`config.mk`:
```
export PLATFORM = sky130hd
export DESIGN_NAME = sfifo_param_flat
export DESIGN_NICKNAME = d
export VERILOG_FILES = /design/src/rtl/sfifo_pkg.sv /design/src/rtl/sfifo_param_if.sv /design/src/rtl/sfifo_ram.sv /design/src/rtl/sfifo_param.sv /design/src/flat_wrapper.sv
export SDC_FILE = /design/constraint.sdc
export NUM_CORES = 1
export LEC_CHECK = 0
export ABC_AREA = 1
export BUFFER_PORTS_ARGS = -buffer_cell sky130_fd_sc_hd__buf_2
export CORE_UTILIZATION = 45
export CTS_CLUSTER_DIAMETER = 50
export DETAILED_ROUTE_END_ITERATION = 10
export HOLD_SLACK_MARGIN = 0.03
export PLACE_DENSITY = 0.61
export SYNTH_ARGS = -nofsm -noshare
export SYNTH_HDL_FRONTEND = slang
export SYNTH_SLANG_ARGS = --single-unit
```
`constraint.sdc`:
```
create_clock -name clk -period 2.6 [get_ports clk]
set_input_delay 0.26 -clock clk [delete_from_list [all_inputs] [get_ports clk]]
set_output_delay 0.26 -clock clk [all_outputs]
set_load 0.01 [all_outputs]
```
`src/rtl/sfifo_pkg.sv`:
```
// sfifo_pkg: shared definitions for the sfifo_param slice.
//   clog2()              constant-evaluable ceiling log2 used to derive ADDR_WIDTH
//   SFIFO_RD_DAT_RST     fill bit replicated across rd_dat for its reset value
//   sfifo_lvl_t          pointer/level type for the default 16-entry build;
//                        modules declare their own ptr_t of ADDR_WIDTH+1 bits
package sfifo_pkg;

  function automatic int unsigned clog2(input int unsigned value);
    int unsigned r;
    r = 0;
    while ((32'd1 << r) < value) r = r + 1;
    return r;
  endfunction

  localparam logic SFIFO_RD_DAT_RST = 1'b0;

  localparam int unsigned SFIFO_DEF_DEPTH = 16;
  typedef logic [clog2(SFIFO_DEF_DEPTH):0] sfifo_lvl_t;

endpackage

```
`src/rtl/sfifo_param_if.sv`:
```
// sfifo_param_if: client-side bundle of the single-clock FIFO.
//   master: drives clr, wr, wr_dat, rd, cfg_almost_full, cfg_almost_empty
//   slave : drives rd_dat, rd_dat_valid, full, empty, almost_full,
//           almost_empty, level, overflow, underflow
interface sfifo_param_if #(
  parameter int unsigned DATA_WIDTH = 8,
  parameter int unsigned DEPTH      = 16,
  parameter int unsigned ADDR_WIDTH = sfifo_pkg::clog2(DEPTH)
);
  logic                  clr;
  logic                  wr;
  logic [DATA_WIDTH-1:0] wr_dat;
  logic                  rd;
  logic [DATA_WIDTH-1:0] rd_dat;
  logic                  rd_dat_valid;
  logic [ADDR_WIDTH:0]   cfg_almost_full;
  logic [ADDR_WIDTH:0]   cfg_almost_empty;
  logic                  full;
  logic                  empty;
  logic                  almost_full;
  logic                  almost_empty;
  logic [ADDR_WIDTH:0]   level;
  logic                  overflow;
  logic                  underflow;

  modport master (
    output clr, wr, wr_dat, rd, cfg_almost_full, cfg_almost_empty,
    input  rd_dat, rd_dat_valid, full, empty, almost_full, almost_empty,
           level, overflow, underflow
  );

  modport slave (
    input  clr, wr, wr_dat, rd, cfg_almost_full, cfg_almost_empty,
    output rd_dat, rd_dat_valid, full, empty, almost_full, almost_empty,
           level, overflow, underflow
  );
endinterface

```
`src/rtl/sfifo_ram.sv`:
```
// sfifo_ram: simple dual-port storage, DATA_WIDTH x DEPTH, no reset.
//   clk          write/read clock
//   we/waddr/wdata  synchronous write port
//   re/raddr/rdata  read port: registered (enabled by re) by default,
//                   combinational when SFIFO_FWFT_EN is defined (re unused)
module sfifo_ram #(
  parameter int unsigned DATA_WIDTH = 8,
  parameter int unsigned DEPTH      = 16,
  parameter int unsigned ADDR_WIDTH = 4
) (
  input  logic                  clk,
  input  logic                  we,
  input  logic [ADDR_WIDTH-1:0] waddr,
  input  logic [DATA_WIDTH-1:0] wdata,
  input  logic                  re,
  input  logic [ADDR_WIDTH-1:0] raddr,
  output logic [DATA_WIDTH-1:0] rdata
);

  logic [DATA_WIDTH-1:0] mem [DEPTH];

  always_ff @(posedge clk) begin
    if (we) mem[waddr] <= wdata;
  end

`ifdef SFIFO_FWFT_EN
  assign rdata = mem[raddr];
`else
  // Holds its last value when no read is accepted.
  always_ff @(posedge clk) begin
    if (re) rdata <= mem[raddr];
  end
`endif

endmodule

```
`src/rtl/sfifo_param.sv`:
```
// sfifo_param: parametrised single-clock FIFO with level, programmable
// almost-full/almost-empty thresholds, synchronous flush and sticky
// overflow/underflow flags.
//   clk    rising-edge clock
//   rst_n  asynchronous active-low reset
//   bus    sfifo_param_if.slave: clr, wr/wr_dat, rd/rd_dat/rd_dat_valid,
//          cfg_almost_full/cfg_almost_empty, full, empty, almost_full,
//          almost_empty, level, overflow, underflow
// Build option: define SFIFO_FWFT_EN for first-word-fall-through output.
module sfifo_param
  import sfifo_pkg::*;
#(
  parameter int unsigned DATA_WIDTH = 8,
  parameter int unsigned DEPTH      = 16,
  parameter int unsigned ADDR_WIDTH = clog2(DEPTH)
) (
  input  logic          clk,
  input  logic          rst_n,
  sfifo_param_if.slave  bus
);

  typedef logic [ADDR_WIDTH:0] ptr_t;

  localparam ptr_t DEPTH_P = ptr_t'(DEPTH);

  ptr_t                  wr_ptr;
  ptr_t                  rd_ptr;
  ptr_t                  level;
  logic                  full_i;
  logic                  empty_i;
  logic                  wr_acc;
  logic                  rd_acc;
  logic                  overflow_q;
  logic                  underflow_q;
  logic [DATA_WIDTH-1:0] ram_q;

  // Modulo subtraction; the wrap bit disambiguates full from empty.
  assign level   = wr_ptr - rd_ptr;
  assign full_i  = (level == DEPTH_P);
  assign empty_i = (level == '0);

  // clr takes priority: nothing is accepted in a flush cycle.
  assign wr_acc = bus.wr && !full_i  && !bus.clr;
  assign rd_acc = bus.rd && !empty_i && !bus.clr;

  always_ff @(posedge clk or negedge rst_n) begin
    if (!rst_n) begin
      wr_ptr      <= '0;
      rd_ptr      <= '0;
      overflow_q  <= 1'b0;
      underflow_q <= 1'b0;
    end else if (bus.clr) begin
      wr_ptr      <= '0;
      rd_ptr      <= '0;
      overflow_q  <= 1'b0;
      underflow_q <= 1'b0;
    end else begin
      if (wr_acc)           wr_ptr      <= wr_ptr + 1'b1;
      if (rd_acc)           rd_ptr      <= rd_ptr + 1'b1;
      if (bus.wr && full_i)  overflow_q  <= 1'b1;
      if (bus.rd && empty_i) underflow_q <= 1'b1;
    end
  end

  sfifo_ram #(
    .DATA_WIDTH (DATA_WIDTH),
    .DEPTH      (DEPTH),
    .ADDR_WIDTH (ADDR_WIDTH)
  ) u_ram (
    .clk   (clk),
    .we    (wr_acc),
    .waddr (wr_ptr[ADDR_WIDTH-1:0]),
    .wdata (bus.wr_dat),
    .re    (rd_acc),
    .raddr (rd_ptr[ADDR_WIDTH-1:0]),
    .rdata (ram_q)
  );

`ifdef SFIFO_FWFT_EN
  // Head is visible whenever the FIFO holds data; masked to the reset
  // value while empty so reset never exposes stale memory.
  assign bus.rd_dat       = empty_i ? {DATA_WIDTH{SFIFO_RD_DAT_RST}} : ram_q;
  assign bus.rd_dat_valid = !empty_i;
`else
  logic rd_vld_q;
  logic rd_seen_q;

  // The RAM read register has no reset; rd_seen_q masks it to the reset
  // value until the first accepted read after reset (clr leaves it alone,
  // so rd_dat keeps holding its last value across a flush).
  always_ff @(posedge clk or negedge rst_n) begin
    if (!rst_n) begin
      rd_vld_q  <= 1'b0;
      rd_seen_q <= 1'b0;
    end else begin
      rd_vld_q <= rd_acc;
      if (rd_acc) rd_seen_q <= 1'b1;
    end
  end

  assign bus.rd_dat       = rd_seen_q ? ram_q : {DATA_WIDTH{SFIFO_RD_DAT_RST}};
  assign bus.rd_dat_valid = rd_vld_q;
`endif

  assign bus.level        = level;
  assign bus.full         = full_i;
  assign bus.empty        = empty_i;
  assign bus.almost_full  = (level >= bus.cfg_almost_full);
  assign bus.almost_empty = (level <= bus.cfg_almost_empty);
  assign bus.overflow     = overflow_q;
  assign bus.underflow    = underflow_q;

endmodule

```
`src/flat_wrapper.sv`:
```
// flat-port wrapper written by rule: the top's interface ports become plain ports
module sfifo_param_flat import sfifo_pkg::*;
#(
  parameter int unsigned DATA_WIDTH = 8,
  parameter int unsigned DEPTH      = 16,
  parameter int unsigned ADDR_WIDTH = clog2(DEPTH)
)
  (clk, rst_n, bus_clr, bus_wr, bus_wr_dat, bus_rd, bus_cfg_almost_full, bus_cfg_almost_empty, bus_rd_dat, bus_rd_dat_valid, bus_full, bus_empty, bus_almost_full, bus_almost_empty, bus_level, bus_overflow, bus_underflow);
  sfifo_param_if #(.DATA_WIDTH(DATA_WIDTH), .DEPTH(DEPTH), .ADDR_WIDTH(ADDR_WIDTH)) bus_i ();
  input  logic clk;
  input  logic rst_n;
  input wire logic [$bits(bus_i.clr)-1:0] bus_clr;
  input wire logic [$bits(bus_i.wr)-1:0] bus_wr;
  input wire logic [$bits(bus_i.wr_dat)-1:0] bus_wr_dat;
  input wire logic [$bits(bus_i.rd)-1:0] bus_rd;
  input wire logic [$bits(bus_i.cfg_almost_full)-1:0] bus_cfg_almost_full;
  input wire logic [$bits(bus_i.cfg_almost_empty)-1:0] bus_cfg_almost_empty;
  output wire logic [$bits(bus_i.rd_dat)-1:0] bus_rd_dat;
  output wire logic [$bits(bus_i.rd_dat_valid)-1:0] bus_rd_dat_valid;
  output wire logic [$bits(bus_i.full)-1:0] bus_full;
  output wire logic [$bits(bus_i.empty)-1:0] bus_empty;
  output wire logic [$bits(bus_i.almost_full)-1:0] bus_almost_full;
  output wire logic [$bits(bus_i.almost_empty)-1:0] bus_almost_empty;
  output wire logic [$bits(bus_i.level)-1:0] bus_level;
  output wire logic [$bits(bus_i.overflow)-1:0] bus_overflow;
  output wire logic [$bits(bus_i.underflow)-1:0] bus_underflow;
  assign bus_i.clr = bus_clr;
  assign bus_i.wr = bus_wr;
  assign bus_i.wr_dat = bus_wr_dat;
  assign bus_i.rd = bus_rd;
  assign bus_i.cfg_almost_full = bus_cfg_almost_full;
  assign bus_i.cfg_almost_empty = bus_cfg_almost_empty;
  assign bus_rd_dat = bus_i.rd_dat;
  assign bus_rd_dat_valid = bus_i.rd_dat_valid;
  assign bus_full = bus_i.full;
  assign bus_empty = bus_i.empty;
  assign bus_almost_full = bus_i.almost_full;
  assign bus_almost_empty = bus_i.almost_empty;
  assign bus_level = bus_i.level;
  assign bus_overflow = bus_i.overflow;
  assign bus_underflow = bus_i.underflow;
  sfifo_param #(.DATA_WIDTH(DATA_WIDTH), .DEPTH(DEPTH), .ADDR_WIDTH(ADDR_WIDTH)) u_core (.clk(clk), .rst_n(rst_n), .bus(bus_i));
endmodule
```
==> reports/metrics.csv, run 1 <==
metric,value,unit
outcome,"complete, but fails checks",
violations,setup timing,
portBuffers,42,
crit_required,2.34,ns
power.density,981,nW/um2
ys_ff_latch,150,
overflow,0,
max_freq,0.356,GHz
dieArea,15100,um2
first_pass_iters,6,
peakVddDrop,0.597,mV
ant_nets,0,
routed-via-count,4723,
synthDistinctLibCells,32,
start_util,46.7,%
worst_setup_path_end_kind,output port,
path_max_fanout,2,
crit_chain,inv_2 -> ha_4 -> inv_2 -> fa_2 -> buf_6 -> buf_6 -> xor2_1 -> ha_1 -> a21oi_1 -> nand3b_1 -> nand3_1 -> nand2_1 -> buf_2,
yosysTopAreaCell,edfxtp_1,
clk_path_buf_depth,2,
cts.clk_slew.worst_paths,0.06,ns
nets,698,
io_pins,43,
insertion_delay,0.42,ns
yosys_warnings,0,
tightest_slew,0.679,ns
finalHoldViolCount,0,
whs,0.164,ns
core_area,14100,um2
rr_endpoint,u_core.u_ram.rdata[6],
antenna_found_initial,1,
rsz0062_at_grt,yes,
skew,0.00845,ns
grt_pass1_vias,4533,
grt_pass1_wl,24400,um
synth_top_area_share,62.1,%
slew_headroom,54.7,%
arrival,2.55,ns
rr_worst_depth,14,
holdCritPathClass,input pin to flip-flop,
period_needed,2.81,ns
slowest_stage,dfrtp_1,
period_share,108,%
clock_sinks,150,
drive_gt1_share,26.4,%
postPlaceCellArea,7160,um2
synth_area_per_cell,11.6,um2
syn_nets,606,
worst_slack,-0.208,ns
finalWirelength,16100,um
fillers,1150,
wire_per_inst,18.8,um
synth_area_leaders,"edfxtp_1 (62%), dfrtp_1 (5.3%), o21ai_0 (4.7%)",
worst_path_largest_cell_delay,0.39,ns
whs_path_depth,3,
critical_path_class,flip-flop to output port,
finalSetupViolCount,85,
finalNonFillerCells,852,
die-height,123,um
track_usage,22.7,%
whs_endpoint,u_core.rd_ptr[4],
dp_slack,-0.120,ns
cp-start-kind,flip-flop,
hold_start,bus_rd,
dpl.hpwl,10400,um
setup_tns,-3.08,ns
crit-reg2reg-launch,u_core.wr_ptr[0],
power_leakage,3.15,nW
synthCells,566,
gp_congestion,0.928,
fp-row-count,43,
cts_tree,done,
numCtsBuffers,17,
dp.cells,790,
die_width,123,um
r2r_setup_slack,-0.10,ns
ys_seq_area_share,67.4,%
grt_start_max_net_pins,70,
cts_root_buf,clkbuf_16,
drt-initial-drc-count,398,
finalInstanceArea,8240,um2
drv_cap,0,
netlist_area,6580,um2
vias_per_cell,5.54,
maxSlewViolCount,0,
synthToLayoutAreaGrowth,25.2,%
htreeDepth,4,
drc_errors,0,
[worst max path at each step]
stage,startpoint,end,cells past startpoint
floorplan,u_core.rd_ptr[1],u_core.u_ram.mem[12][0],10
global placement,u_core.wr_ptr[0],u_core.u_ram.mem[6][0],12
detailed placement,u_core.wr_ptr[0],u_core.u_ram.mem[13][1],11
CTS,u_core.wr_ptr[0],bus_almost_empty,13
global route,u_core.wr_ptr[0],bus_almost_empty,16
finish,u_core.wr_ptr[0],bus_almost_empty,13
[worst max-delay path, delay by kind of cell (launching register included)]
kind,cells,cell delay [ns]
XOR/XNOR,1,0.13
AND/OR/NAND/NOR,3,0.24
AO/OA/AOI/OAI,1,0.12
adder cells (fa/ha/maj),3,0.76
flip-flops,1,0.39
buffers and inverters,5,0.47
[cell families (layout without fill, tap and decap cells)]
| family | count (synthesis) | count (layout) | share of synthesized area, % |
|---|---|---|---|
| compound gates | 108 | 108 | 9.49 |
| xor+xnor | 9 | 9 | 1.20 |
| flops | 150 | 150 | 67.4 |
| simple gates | 210 | 211 | 14.2 |
| fa+ha+maj | 17 | 17 | 3.35 |
| other cells | 0 | 1 | 0 |
| buf+inv | 72 | 176 | 4.39 |
[metrics by stage]
step	util, %	power [mW]
finish	58.5	8.09
global route	58.4	8.50
CTS	57.0	7.88
detailed placement	50.8	5.18
global placement	50.8	5.16
floorplan	-	4.28
[power breakdown]
group / switching [mW] / leakage, nW / internal [mW]
Sequential: 0.0433 / 1.41 / 2.78
Clock: 1.01 / 0.277 / 1.34
Combinational: 1.69 / 1.46 / 1.23
[state kept, by name (all words and copies together) (netlist names)]
name	flops
u_core.bus.overflow	1
u_core.bus.rd_dat_valid	1
u_core.bus.underflow	1
u_core.rd_ptr	5
u_core.rd_seen_q	1
u_core.u_ram.mem	128
u_core.u_ram.rdata	8
u_core.wr_ptr	5
[cells in the final DEF, fill, tap and decap left out, types with 12 or more instances in the layout]
cell type | Yosys | final
edfxtp_1 | 136 | 136
o22ai_1 | 21 | 20
buf_6 | 0 | 14
nor2_1 | 78 | 71
inv_1 | 41 | 36
o21ai_0 | 62 | 61
ha_1 | 16 | 13
nand3_1 | 35 | 32
buf_4 | 0 | 39
buf_2 | 2 | 40
nor2_4 | 1 | 17
clkbuf_16 | 0 | 17
nand2_1 | 67 | 65
o221ai_1 | 12 | 12
dfrtp_1 | 14 | 13
[final cells by class]
class / instances / area, um2 / share of cell area (%)
flip-flops and latches: 150 / 4440 / 53.8
multi-input cells: 345 / 2070 / 25.2
repair buffers: 99 / 751 / 9.11
clock buffers: 17 / 425 / 5.16
well taps: 180 / 225 / 2.73
inverters: 45 / 185 / 2.25
clock inverters: 15 / 141 / 1.72
diodes: 1 / 2.50 / 0.0304
[synthesized netlist by cell type]
| cell | number |
|---|---|
| o221ai_1 | 12 |
| a21boi_0 | 1 |
| nor3_2 | 1 |
| clkinv_1 | 1 |
| o21ai_0 | 62 |
| inv_2 | 2 |
| nor2_1 | 78 |
| xor2_1 | 9 |
| buf_8 | 1 |
| and2_1 | 1 |
| a21oi_1 | 5 |
| fa_1 | 1 |
| nor2_2 | 10 |
| nand2_2 | 3 |
| ha_1 | 16 |
| o22ai_1 | 21 |
| nand3_1 | 35 |
| nor2_4 | 1 |
| o211ai_1 | 4 |
| clkbuf_1 | 24 |
| edfxtp_1 | 136 |
| inv_1 | 41 |
| dfrtp_1 | 14 |
| nand3_2 | 1 |
| o21ai_1 | 3 |
| or2_1 | 1 |
| nand3b_1 | 1 |
| nand3_4 | 1 |
| nand4_1 | 10 |
| inv_6 | 1 |
| buf_2 | 2 |
| nand2_1 | 67 |
[metal layers]
| metal | GRT usage [%] | wire length (um) | share of wire (%) | vias up |
|---|---|---|---|---|
| li1 | - | - | - | 2206 |
| met2 | 36.2 | 7610 | 47 | 210 |
| met4 | 8.77 | 400 | 2.5 | 0 |
| met1 | 29.7 | 6820 | 42 | 2273 |
| met3 | 5.90 | 1230 | 7.7 | 34 |
| met5 | 0 | 0 | 0 | - |
[repair_timing]
| action | CTS | global route |
|---|---|---|
| buffers inserted | 16 | 10 |
| gates resized for setup | 40 | 19 |
| hold buffers | 2 | 0 |
| gates cloned | 1 | 0 |
| setup endpoints to repair | 102 | 151 |
| pin swaps | 13 | 19 |
| hold endpoints to repair | 16 | 0 |
Power figures use the tool's default switching activity.
==> inputs of run 2 (changes only) <==
--- a/config.mk
+++ b/config.mk
@@ -6,12 +6,13 @@
 export NUM_CORES = 1
 export LEC_CHECK = 0
 export ABC_AREA = 1
-export BUFFER_PORTS_ARGS = -buffer_cell sky130_fd_sc_hd__buf_2
 export CORE_UTILIZATION = 45
 export CTS_CLUSTER_DIAMETER = 50
 export DETAILED_ROUTE_END_ITERATION = 10
+export DONT_BUFFER_PORTS = 1
 export HOLD_SLACK_MARGIN = 0.03
-export PLACE_DENSITY = 0.61
+export PLACE_DENSITY = 0.58
 export SYNTH_ARGS = -nofsm -noshare
 export SYNTH_HDL_FRONTEND = slang
 export SYNTH_SLANG_ARGS = --single-unit
+export TNS_END_PERCENT = 1
==> run 2 against run 1 <==
Effect of this change:
- the flow still finishes with violations (setup timing)
- non-clock buffer count is 42 lower
- register-to-register slack better by 0.14 ns
- sequential power hardly changed
- count of clock-buffer cells in the layout stayed put
- critical path depth is 3 lower
- routed wire length is 2.1% lower
- setup slack better by 0.11 ns
- clock skew is 0.0017 ns lower
- sequential share of layout area is 3.1 points higher
==> reports/metrics.csv, run 2 (synthesis results as in run 1) <==
metric,value,unit
power_leakage,2.93,nW
dpl.hpwl,10600,um
fp-row-count,43,
cts.clk_slew.worst_paths,0.06,ns
power.density,963,nW/um2
overflow,0,
io_pins,43,
routed-via-count,4490,
track_usage,22.6,%
holdCritPathClass,input pin to flip-flop,
tightest_slew,0.825,ns
worst_path_largest_cell_delay,0.48,ns
hold_start,bus_clr,
grt_pass1_wl,24400,um
largest_reg_flops,128,
skew,0.00676,ns
vias_per_cell,5.56,
maxSlewViolCount,0,
final_common_cell,edfxtp_1,
path_max_fanout,3,
numCtsBuffers,17,
grt_start_max_net_pins,70,
core_area,14100,um2
ant_nets,0,
cts_root_buf,clkbuf_16,
dieArea,15100,um2
outcome,"complete, but fails checks",
clk_path_buf_depth,2,
finalHoldViolCount,0,
drt-initial-drc-count,311,
setup_tns,-0.191,ns
crit-reg2reg-launch,u_core.rd_ptr[0],
crit_top_cell,ha_4,
insertion_delay,0.42,ns
first_pass_iters,5,
crit_required,2.34,ns
worst_slack,-0.0990,ns
peakVddDrop,0.729,mV
slew_headroom,44.8,%
finalPower,7.51,mW
antenna_found_initial,0,
cp-start-kind,flip-flop,
nets,655,
htreeDepth,4,
critical_path_class,flip-flop to output port,
slowest_stage,fa_2,
final_cell_mix,"edfxtp_1 (136), nor2_1 (78), nand2_1 (63), o21ai_0 (62), buf_4 (43)",
rsz0062_at_grt,yes,
fillers,1167,
synthToLayoutAreaGrowth,18.5,%
die_width,123,um
clock_sinks,150,
drive_gt1_share,18.0,%
rr_worst_depth,11,
top_register,u_core.u_ram.mem,
finalWirelength,15700,um
period_needed,2.70,ns
r2r_setup_slack,0.04,ns
worst_setup_path_end_kind,output port,
gp_congestion,0.870,
violations,setup timing,
cts_tree,done,
die-height,123,um
drc_errors,0,
period_share,104,%
whs_endpoint,u_core.rd_ptr[0],
finalSetupViolCount,3,
arrival,2.44,ns
start_util,46.7,%
max_freq,0.371,GHz
whs_path_depth,3,
rr_endpoint,u_core.u_ram.mem[0][0],
n_antenna_cell,0,
drv_cap,0,
crit_chain,ha_4 -> inv_2 -> fa_2 -> ha_4 -> a21boi_2 -> nor2_1 -> and2_1 -> o22ai_1 -> nand3_1 -> nand2_2,
wire_per_inst,19.5,um
dp_slack,0.0813,ns
portBuffers,0,
grt_pass1_vias,4445,
reg.largest.list,"u_core.u_ram.mem (128), u_core.u_ram.rdata (8)",
-- run 2: layer usage --
| metal | GRT usage (%) | wire [um] | up-vias |
|---|---|---|---|
| li1 | - | - | 2109 |
| met1 | 32.8 | 7580 | 2168 |
| met2 | 33.2 | 6850 | 198 |
| met3 | 5.63 | 1040 | 15 |
| met4 | 7.47 | 245 | 0 |
| met5 | 0 | 0 | - |
-- run 2: worst max-delay path by stage --
stage	startpoint	end	slack (ns)	depth (start not counted)
global route	u_core.wr_ptr[0]	bus_almost_empty	-0.20	14
global placement	u_core.rd_ptr[1]	u_core.u_ram.mem[0][1]	0.12	13
finish	u_core.rd_ptr[0]	bus_almost_full	-0.1	10
CTS	u_core.wr_ptr[0]	bus_almost_full	-0.17	11
floorplan	u_core.rd_ptr[1]	u_core.u_ram.mem[12][0]	-0.13	10
detailed placement	u_core.wr_ptr[0]	u_core.u_ram.mem[0][4]	0.08	12
-- run 2: worst max-delay path, delay by kind of cell (launching register included) --
family | cells | cell delay, ns
adders and majority gates | 3 | 0.92
DFF | 1 | 0.42
and+or+nand+nor | 4 | 0.37
AOI/OAI and AO/OA | 2 | 0.24
buffers and inverters | 1 | 0.05
-- run 2: stage by stage --
| stage | cells | area (um2) | hold slack, ns | utilization [%] |
|---|---|---|---|---|
| after detailed placement | 760 | 7010 | -0.0351 | 49.7 |
| after CTS | 805 | 7750 | 0.0415 | 55.0 |
| final | 807 | 7790 | 0.0494 | 55.3 |
| after floorplan | 566 | 6580 | -0.0356 | - |
| after global placement | 760 | 7010 | -0.0352 | 49.7 |
| after global routing | 807 | 7790 | 0.0511 | 55.3 |
-- run 2: where the power goes --
part           total [mW]  switching [mW]  leakage, nW  internal, mW
logic                2.37            1.52         1.26         0.854
clock network        2.30           0.980        0.260          1.32
registers            2.84          0.0565         1.41          2.78
total                7.51            2.55         2.93          4.95
-- run 2: repair_timing --
item | 4_1_cts | 5_1_grt
gates resized for setup | 13 | 7
hold buffers | 12 | 0
endpoints found under the setup margin | 3 | 135
hold endpoints to repair | 153 | 0
pin swaps | 7 | 7
buffers inserted | 2 | 2
-- run 2: area by class of cell --
class	count	area (um2)	share of cell area, %
multi-input combinational	344	1930	24.8
inverter	45	174	2.23
timing repair buffer	57	474	6.08
clock buffer	17	425	5.46
tap	180	225	2.89
clock inverter	14	126	1.62
sequential	150	4440	56.9
==> inputs of run 3 (changes only) <==
--- a/config.mk
+++ b/config.mk
@@ -6,12 +6,12 @@
 export NUM_CORES = 1
 export LEC_CHECK = 0
 export ABC_AREA = 1
-export CORE_UTILIZATION = 45
+export CORE_UTILIZATION = 41
 export CTS_CLUSTER_DIAMETER = 50
 export DETAILED_ROUTE_END_ITERATION = 10
 export DONT_BUFFER_PORTS = 1
 export HOLD_SLACK_MARGIN = 0.03
-export PLACE_DENSITY = 0.58
+export PLACE_DENSITY = 0.53
 export SYNTH_ARGS = -nofsm -noshare
 export SYNTH_HDL_FRONTEND = slang
 export SYNTH_SLANG_ARGS = --single-unit
==> run 3 against run 2 <==
Effect of this change:
- setup slack got worse by 0.0064 ns
- fmax fell by 0.24%
- highest routed layer is now met5
- power rose by 8.5%
- critical path type unchanged
- combinational power rose by 3%
- via count barely moved
- the run still ends with setup timing left
- critical endpoint unchanged
==> reports/metrics.csv, run 3 (synthesis results as in run 1) <==
metric,value,unit
grt_pass1_vias,4540,
insertion_delay,0.43,ns
postPlaceCellArea,7160,um2
core_area,15400,um2
tightest_slew,0.718,ns
worst_setup_path_end_kind,output port,
skew,0.00591,ns
clk_path_buf_depth,2,
finalWirelength,16400,um
dieArea,16600,um2
cts_root_buf,clkbuf_16,
grtUsageMet3,4.86,%
arrival,2.45,ns
numCtsBuffers,17,
power.density,998,nW/um2
path_max_fanout,2,
period_share,104,%
use_met1,27.9,%
critical_path_class,flip-flop to output port,
wire_per_inst,19.4,um
dp_slack,0.0829,ns
cts.clk_slew.worst_paths,0.06,ns
first_pass_iters,5,
die_width,129,um
die-height,129,um
overflow,0,
finalInstanceArea,8170,um2
max_freq,0.370,GHz
ant_nets,0,
finalSetupViolCount,2,
outcome,"complete, but fails checks",
nets,661,
antenna_found_initial,1,
drv_cap,0,
final_common_cell,edfxtp_1,
reg.largest.list,"u_core.u_ram.mem (128), u_core.u_ram.rdata (8)",
slew_headroom,52.0,%
crit_required,2.34,ns
clock_sinks,150,
peakVddDrop,0.500,mV
power_leakage,3.05,nW
cts_tree,done,
start_util,42.6,%
grt_pass1_wl,25700,um
grt_use_met2,35.6,%
synthToLayoutAreaGrowth,24.1,%
gp_congestion,0.777,
track_usage,21.4,%
period_needed,2.71,ns
finalPower,8.15,mW
top_register,u_core.u_ram.mem,
holdCritPathClass,input pin to flip-flop,
htreeDepth,4,
routed-via-count,4489,
drive_gt1_share,18.9,%
drt-initial-drc-count,330,
n_antenna_cell,0,
largest_reg_flops,128,
dpl.hpwl,10300,um
grt_start_max_net_pins,53,
finalHoldViolCount,0,
violations,setup timing,
vias_per_cell,5.31,
rsz0062_at_grt,yes,
worst_slack,-0.105,ns
maxSlewViolCount,0,
io_pins,43,
cp-start-kind,flip-flop,
grt_busiest_layer,met2,
final_cell_mix,"edfxtp_1 (136), nor2_1 (78), nand2_1 (64), o21ai_0 (62), inv_1 (36)",
portBuffers,0,
drc_errors,0,
fp-row-count,45,
run 3: cell count changes in the layout (fill, tap and decap cells not counted), sizes merged:
cell	previous run	this run
buf	45	51
inv	49	44
clkinvlp	4	2
clkbuf	17	19
bufinv	1	7
run 3: repair_timing:
| action | CTS | global route |
|---|---|---|
| resized for setup | 18 | 8 |
| hold endpoints to repair | 154 | 0 |
| pin swaps | 15 | 9 |
| buffers inserted | 12 | 0 |
| setup endpoints to repair | 3 | 132 |
| hold buffers | 12 | 0 |
run 3: where the power goes:
part	leakage (nW)	internal (mW)	switching, mW	total (mW)
sequential	1.41	2.78	0.0579	2.84
clock	0.327	1.89	0.969	2.86
combinational	1.31	0.916	1.53	2.44
total	3.05	5.59	2.55	8.15
run 3: final timing paths:
| path | startpoint | to | slack, ns | depth (start not counted) |
|---|---|---|---|---|
| worst max-delay path | u_core.rd_ptr[0] | bus_almost_full | -0.11 | 10 |
| worst min-delay path | bus_wr | u_core.wr_ptr[0] | 0.06 | 3 |
| worst max register to register | u_core.wr_ptr[0] | u_core.u_ram.mem[1][1] | 0.07 | 16 |
| worst min register to register | u_core.bus.overflow | u_core.bus.overflow | 0.56 | 2 |
| max in group asynchronous | rst_n | u_core.rd_ptr[0] | 1.85 | 1 |
| min in group asynchronous | rst_n | u_core.bus.underflow | 0.30 | 1 |
run 3: area by class of cell:
type / count / area, um2
fillers: 1357 / 7260
flip-flops and latches: 150 / 4440
multi-input cells: 344 / 1950
repair buffers: 63 / 659
clock buffers: 19 / 433
well taps: 211 / 264
clock inverters: 13 / 253
inverters: 45 / 174
run 3: critical path, stage by stage (launching register included):
cell and delay, ns:
dfrtp_2 0.43, ha_4 0.16, inv_2 0.06, fa_2 0.48, ha_4 0.28, a21boi_2 0.13
nor2_1 0.05, and2_1 0.12, o22ai_1 0.10, nand3_1 0.11, nand2_2 0.09
run 3: per-stage QoR:
step | std cells | hold WS (ns) | setup TNS [ns] | util, %
after floorplan | 566 | -0.0356 | -15.56 | -
after global placement | 789 | -0.0352 | 0 | 46.4
after detailed placement | 789 | -0.0352 | 0 | 46.4
after CTS | 845 | 0.0415 | -0.302 | 52.7
after global routing | 845 | 0.0741 | -5.15 | 52.9
final | 845 | 0.0600 | -0.201 | 52.9
run 3: routing by layer:
metal  routed length, um  vias up
met5                   8        -
met4                 229        2
met3                 844       22
met2                8020      136
met1                7300     2208
li1                    -     2121
